===== src/rtl/jk_register_bank.sv =====
// jk_register_bank
//
// A bank of WIDTH independent flip-flops on one clock. The next-state function
// (JK, D, T or SR) is selected at run time by `mode`. The block also reports
// which bits changed at the last edge, keeps a saturating count of individual
// bit flips, and holds a sticky flag for SR cycles where S=R=1.
//
// There are no handshakes. Every input is sampled on each rising edge of clk
// and takes effect on that edge.
//
// Ports
//   clk        in   1      rising-edge clock
//   rst        in   1      asynchronous reset, active-high
//   en         in   1      update enable (0 = hold q, toggle_cnt, sr_err)
//   clr        in   1      synchronous clear, takes priority over en
//   mode       in   2      00 JK, 01 D, 10 T, 11 SR
//   a          in   WIDTH  J / D / T / S per channel
//   b          in   WIDTH  K / - / - / R per channel
//   q          out  WIDTH  registered state
//   q_bar      out  WIDTH  ~q (combinational)
//   changed    out  WIDTH  bits of q that changed at the last edge
//   toggle_cnt out  CNT_W  saturating count of bit flips since rst/clr
//   sr_err     out  1      sticky S=R=1 flag, cleared by rst or clr
module jk_register_bank #(
  parameter int unsigned     WIDTH       = 8,
  parameter logic [WIDTH-1:0] RESET_VALUE = {WIDTH{1'b0}},
  parameter int unsigned     CNT_W       = 8
) (
  input  logic             clk,
  input  logic             rst,
  input  logic             en,
  input  logic             clr,
  input  logic [1:0]       mode,
  input  logic [WIDTH-1:0] a,
  input  logic [WIDTH-1:0] b,
  output logic [WIDTH-1:0] q,
  output logic [WIDTH-1:0] q_bar,
  output logic [WIDTH-1:0] changed,
  output logic [CNT_W-1:0] toggle_cnt,
  output logic             sr_err
);

  typedef enum logic [1:0] {
    MODE_JK = 2'b00,
    MODE_D  = 2'b01,
    MODE_T  = 2'b10,
    MODE_SR = 2'b11
  } mode_e;

  localparam logic [CNT_W-1:0] CNT_MAX = {CNT_W{1'b1}};

  mode_e            mode_sel;
  logic [WIDTH-1:0] q_func;    // next state from the selected function
  logic [WIDTH-1:0] q_diff;    // bits that flip if the function is applied
  logic [CNT_W:0]   flip_pop;  // popcount of q_diff
  logic [CNT_W:0]   cnt_sum;   // one extra bit so overflow is visible before clamping
  logic [CNT_W-1:0] cnt_next;
  logic             sr_viol;

  assign mode_sel = mode_e'(mode);

  always_comb begin
    q_func = q;
    for (int i = 0; i < WIDTH; i++) begin
      unique case (mode_sel)
        MODE_JK: begin
          unique case ({a[i], b[i]})
            2'b00:   q_func[i] = q[i];
            2'b01:   q_func[i] = 1'b0;
            2'b10:   q_func[i] = 1'b1;
            default: q_func[i] = ~q[i];
          endcase
        end
        MODE_D:  q_func[i] = a[i];
        MODE_T:  q_func[i] = a[i] ? ~q[i] : q[i];
        default: begin
          // SR: S=R=1 holds the bit. The violation is flagged separately.
          unique case ({a[i], b[i]})
            2'b10:   q_func[i] = 1'b1;
            2'b01:   q_func[i] = 1'b0;
            default: q_func[i] = q[i];
          endcase
        end
      endcase
    end
  end

  assign q_diff  = q ^ q_func;
  assign sr_viol = (mode_sel == MODE_SR) && (|(a & b));

  always_comb begin
    flip_pop = '0;
    for (int i = 0; i < WIDTH; i++) begin
      flip_pop = flip_pop + {{CNT_W{1'b0}}, q_diff[i]};
    end
  end

  assign cnt_sum  = {1'b0, toggle_cnt} + flip_pop;
  assign cnt_next = (cnt_sum > {1'b0, CNT_MAX}) ? CNT_MAX : cnt_sum[CNT_W-1:0];

  always_ff @(posedge clk or posedge rst) begin
    if (rst) begin
      q          <= RESET_VALUE;
      changed    <= '0;
      toggle_cnt <= '0;
      sr_err     <= 1'b0;
    end else if (clr) begin
      // Flips caused by clr are reported in `changed` but are not counted.
      q          <= RESET_VALUE;
      changed    <= q ^ RESET_VALUE;
      toggle_cnt <= '0;
      sr_err     <= 1'b0;
    end else if (en) begin
      q          <= q_func;
      changed    <= q_diff;
      toggle_cnt <= cnt_next;
      if (sr_viol) begin
        sr_err <= 1'b1;
      end
    end else begin
      changed <= '0;
    end
  end

  assign q_bar = ~q;

endmodule


===== config.mk =====
export PLATFORM = sky130hd
export DESIGN_NAME = jk_register_bank
export DESIGN_NICKNAME = d
export VERILOG_FILES = /design/src/rtl/jk_register_bank.sv
export SDC_FILE = /design/constraint.sdc
export NUM_CORES = 1
export LEC_CHECK = 0
export CAP_MARGIN = 10
export CORE_UTILIZATION = 30
export CTS_CLUSTER_DIAMETER = 200
export DETAILED_ROUTE_END_ITERATION = 12
export PLACE_DENSITY = 0.52
export SYNTH_ARGS = -nofsm -noshare
export SYNTH_HDL_FRONTEND = slang
export SYNTH_SLANG_ARGS = --single-unit

===== constraint.sdc =====
create_clock -name clk -period 11.1 [get_ports clk]
set_input_delay 1.11 -clock clk [delete_from_list [all_inputs] [get_ports clk]]
set_output_delay 1.11 -clock clk [all_outputs]
set_load 0.1 [all_outputs]

# After elaboration in Yosys (flattened, before gate mapping)
# Index checks and enable logic that the tools add are counted.
[word_totals]
regBits = 25
wordCells = 99
out_inout_bits = 33
[classes]
n_eq_ne = 19
bitwise = 11
n_reduce_logical = 14
add_sub_neg = 8
magnitude_cmp = 1
n_mux = 42
[op_table]
columns = ["op", "n"]
rows = [
  ["2-to-1 mux 8 bit", 7],
  ["one-hot mux 1 bit (3 select lines)", 16],
  ["== test 2 bit, second input constant", 10],
  ["== test 2 x 1 -> 1 bit, second input constant", 9],
  ["zero test 2 bit", 9],
  ["one-hot mux 1 bit (2 select lines)", 8],
  ["2-to-1 mux 1 bit", 11],
  ["adder 8 x 8 -> 9 bit", 1],
  ["greater-than comparator 9 x 8 -> 1 bit, second input constant", 1],
  ["adder 7 x 1 -> 8 bit", 1],
  ["AND 8 bit", 1],
  ["inverter 1 bit", 8],
  ["inverter 8 bit", 1],
  ["OR reduction 8 bit", 1],
  ["XOR 8 bit", 1],
  ["adder 6 x 1 -> 7 bit", 1],
  ["adder 5 x 1 -> 6 bit", 1],
  ["adder 4 x 1 -> 5 bit", 1],
  ["adder 3 x 1 -> 4 bit", 1],
  ["nonzero test 2 bit", 2],
  ["adder 2 x 1 -> 3 bit", 1],
  ["adder 1 x 1 -> 2 bit", 1],
  ["AND reduction 2 bit", 1],
  ["logical AND 1 bit", 1],
]

# Logic depth before layout (Yosys ltp)
[depth]
depth_word = 16
depth_mapped = 17

# Least setup slack after synthesis
# Ideal clock, no wire load.
[synth_path]
kind = "reg2reg"
startpoint = "register q[2]"
endpoint = "register toggle_cnt[2]"
t_required_ns = 10.955
period_less_slack_ns = 5.323
setup_time_ns = 0.145
arrival_ns = 5.178
slack_ns = 5.777
stages_incl_launch_ff = 14
cell_sequence = "dfrtp_1 inv_1 xnor2_1 fa_1 fa_1 fa_1 fa_1 inv_1 fa_1 a21o_1 a21oi_1 nor2_1 a21boi_0 a211oi_1"
[synth_between]
elab_chain_len = 15
[synth_lines]
columns = ["element", "line", "rtl"]
rows = [
  ["start, declared", "36", "output logic [WIDTH-1:0] q,"],
  ["start signal, assigned", "114", "q <= q_func;"],
  ["inverter 1 bit", "71, 75", ""],
  ["one-hot mux 1 bit (3 select lines) / 2-to-1 mux 1 bit (equally long branches)", "67, 75", ""],
  ["one-hot mux 1 bit (3 select lines)", "65", "unique case (mode_sel)"],
  ["XOR 8 bit *", "88", "assign q_diff = q ^ q_func;"],
  ["adder 2 x 1 -> 3 bit *", "94", "flip_pop = flip_pop + {{CNT_W{1'b0}}, q_diff[i]};"],
  ["adder 3 x 1 -> 4 bit *", "94", ""],
  ["adder 4 x 1 -> 5 bit *", "94", ""],
  ["adder 5 x 1 -> 6 bit *", "94", ""],
  ["adder 6 x 1 -> 7 bit *", "94", ""],
  ["adder 7 x 1 -> 8 bit *", "94", ""],
  ["adder 8 x 8 -> 9 bit *", "98", "assign cnt_sum = {1'b0, toggle_cnt} + flip_pop;"],
  ["greater-than comparator 9 x 8 -> 1 bit", "99", "assign cnt_next = (cnt_sum > {1'b0, CNT_MAX}) ? CNT_MAX : cnt_sum[CNT_W-1:0];"],
  ["2-to-1 mux 8 bit *", "99", ""],
  ["2-to-1 mux 8 bit *", "113", "end else if (en) begin"],
  ["2-to-1 mux 8 bit *", "107", "end else if (clr) begin"],
  ["end signal, assigned", "116", "toggle_cnt <= cnt_next;"],
  ["end, declared", "39", "output logic [CNT_W-1:0] toggle_cnt,"],
]
# Mark *: on every way between the ends. The rest lies on a longest branch, timed or not. The select of a mux whose other input is x is not followed.
# A chain may end at the register's enable or synchronous reset.

# Worst setup path after layout
[layout_path]
startpoint = "input mode[1]"
endpoint = "register toggle_cnt[1]"
[layout_between]
elab_chain_len = 15
[layout_lines]
columns = ["element", "line", "rtl"]
rows = [
  ["start, declared", "33", "input logic [1:0] mode,"],
  ["== test 2 bit, or another cell as far along", "65", ""],
  ["one-hot mux 1 bit (3 select lines)", "65", ""],
  ["XOR 8 bit *", "88", ""],
  ["adder 1 x 1 -> 2 bit", "94", ""],
  ["adder 2 x 1 -> 3 bit", "94", ""],
  ["adder 3 x 1 -> 4 bit", "94", ""],
  ["adder 4 x 1 -> 5 bit", "94", ""],
  ["adder 5 x 1 -> 6 bit", "94", ""],
  ["adder 6 x 1 -> 7 bit", "94", ""],
  ["adder 7 x 1 -> 8 bit *", "94", ""],
  ["adder 8 x 8 -> 9 bit *", "98", ""],
  ["greater-than comparator 9 x 8 -> 1 bit", "99", ""],
  ["2-to-1 mux 8 bit *", "99", ""],
  ["2-to-1 mux 8 bit *", "113", ""],
  ["2-to-1 mux 8 bit *", "107", ""],
]
# Marked as above.

==> flow_metrics.tcl <==
set metrics [dict create \
    outcome "complete, no violations" \
    die_w_um 86.9 \
    fin_crit_ns 6.28 \
    synth-simple-area-share_pct 14.5 \
    route.met2.wl_um 2160 \
    setup_slack_ns 4.82 \
    syn_inst 234 \
    clk_pin_slew_ns 0.10 \
    synthMuxAreaShare_pct 8.32 \
    cts_root_buf "clkbuf_8" \
    tns_ns 0 \
    cp-start-kind "input port" \
    htreeDepth 1 \
    dieArea_sq_um 7560 \
    async_flop_share_pct 100 \
    met3RoutedLength_um 214 \
    die_h_um 86.9 \
    wl_met1_um 2650 \
    place_ws_ns 4.51 \
    worstSetupPathType "input port to register" \
    coreArea_sq_um 6870 \
    fmax_ghz 0.159 \
    crit_top_cell "fa_1" \
    grt_start_max_net_pins 34 \
    drt_iter0_drc 57 \
    synth_compound_area_share_pct 19.9 \
    crit_required_ns 11.24 \
    nets 335 \
    gp_congestion 0.780 \
    holdWs_ns 0.520 \
    hold_buffers 0 \
    synth_edf_count 0 \
    vias_per_cell 4.66 \
    syn_avg_cell_area_sq_um 9.25 \
    post-cts-setup-buffers 0 \
    synthAdderAreaFrac_pct 17.3 \
    placed_cells 377 \
    synth_seq_cells 25 \
    cts_buffers 3 \
    yosysSeqAreaShare_pct 28.9 \
    cts_sinks 25 \
    final_common_cell "clkdlybuf4s50_1" \
    drive_gt1_share_pct 8.07 \
    drc_errors 0 \
    path_cells "clkdlybuf4s50_1 -> mux2i_1 -> mux2_2 -> a21oi_1 -> xnor2_1 -> fa_1 -> fa_1 -> fa_1 -> fa_1 -> inv_1 -> fa_1 -> a21o_1 -> a21oi_1 -> nor2_1 -> a21boi_0 -> a211oi_1" \
    max_stage_delay_ns 1.04 \
    initial_utilization_pct 31.5 \
    p_leak_uw 0.00130 \
    synthTopCellsByArea "dfrtp_1, ha_1, fa_1" \
    clock_path_buffers 2 \
    antenna_found_initial 0 \
    overflow 0 \
    ys_types 39 \
    routed.top_layer "met4" \
    slew_violations 0 \
    grt_usage_pct 13.8 \
    dp_hpwl_um 3780 \
    post_cts_resize_count 0 \
    tightest_slew_ns 0.983 \
    cp.buffers_inverters 2 \
    grt_pass1_vias 1634 \
    finalWirelength_um 5060 \
    synth_top_family_by_area "compound AO/OA/AOI/OAI gates" \
    wl_per_cell_um 13.3 \
    synth.net_count 283 \
    rows 30 \
    hold_class "register to register" \
    crit_slowest_cell "clkdlybuf4s50_1" \
    dr.pass1.iters 4 \
    area_growth_pct 30.6 \
    fin_crit_sh_pct 56.6 \
    cts_tree "done" \
    finalSetupViolCount 0 \
    clkLatencyLatePin_ns 0.27 \
    peakVddDrop_uv 180 \
    ant_nets 0 \
    max-cap-violations 0 \
    slew_headroom_pct 34.4 \
    power.density_nw_per_um2 174 \
    grt_pass1_wl_um 8220 \
    critPathCaptureType "register" \
    synth_flop_cell "dfrtp_1" \
    io-pin-count 55 \
    diodes 0 \
    synth_top_area_cell "dfrtp_1" \
    skew_ns 0.00680 \
    rsz0062_at_grt "no" \
    yosysWarningCount 0 \
    fin_cells 381 \
    hold_viol_final 0 \
    crit_family "adder cells" \
    yosysTopAreaCellShare_pct 28.9 \
    netlist_area_sq_um 2160 \
    final_cell_mix "clkdlybuf4s50_1, nor2_1, inv_1, dfrtp_1, ha_1" \
    cp.arrival_ns 6.43 \
    vias 1775 \
    synth_xor_area_share_pct 4.05 \
    cp_max_fo 21 \
    port_buffers 54 \
    fillCellCount 681 \
]
[flip-flops by register name (all words and copies together), names as in the netlist]
name,cells
q,8
sr_err,1
toggle_cnt,8
changed,8
[cell usage after synthesis (all sizes together), types with 2 or more instances]
cell type   n
a21oi      19
ha         22
a21o       13
xnor2       9
buf         7
a41oi       2
dfrtp      25
nor2       26
fa          5
mux2        8
inv        25
o21ai       9
nor3b       4
nand2       6
a211oi     10
or3b        4
nand2b      4
or3         4
a31oi       2
nor3        4
clkbuf      2
a221oi      4
nor4        2
mux2i       9
[power by group]
part           internal [uW]  switching (uW)  leakage (uW)
combinational            112             210      0.000942
sequential               102            12.2      0.000331
clock                   25.2            31.1     0.0000255
total                    239             254       0.00130
[area by class of cell]
class	instances	area, sq um	share of cell area (%)
multi-input combinational	175	1390	49.0
sequential	25	626	22.1
timing repair buffer	56	556	19.6
tap	96	120	4.25
inverter	25	93.8	3.32
clock buffer	3	41.3	1.46
clock inverter	1	5.00	0.177
[per-layer routing]
| layer | up-vias | global-route usage (%) |
|---|---|---|
| met1 | 817 | 20.7 |
| met4 | 0 | 2.73 |
| met2 | 33 | 21.5 |
| met3 | 4 | 1.52 |
| li1 | 921 | - |
| met5 | - | 0 |
[logic make-up after synthesis]
logic type,count (synthesis)
flops,25
buf+inv,34
fa+ha+maj,27
mux,17
xor+xnor,10
simple gates,60
compound gates,61
[path summary, 6_finish.rpt]
check | from | endpoint | slack, ns | cells after the start
worst max register to register | q[2] | toggle_cnt[1] | 6.28 | 14
min in group asynchronous | rst | toggle_cnt[4] | 1.35 | 2
worst min-delay path | sr_err | sr_err | 0.52 | 2
worst max-delay path | mode[1] | toggle_cnt[1] | 4.82 | 16
max in group asynchronous | rst | changed[4] | 9.14 | 2
worst min register to register | sr_err | sr_err | 0.52 | 2
[per-stage QoR]
step	util [%]	cell area (sq um)	total power, uW
floorplan	-	2160	359
global placement	40.5	2780	439
detailed placement	40.5	2780	437
CTS	41.2	2830	498
global route	41.2	2830	537
finish	41.2	2830	493
[tightest hold or removal path: stages (launching register included)]
cell     delay, ns
dfrtp_1       0.36
a41oi_1       0.05
nor2_1        0.08
Power figures use the tool's default switching activity.
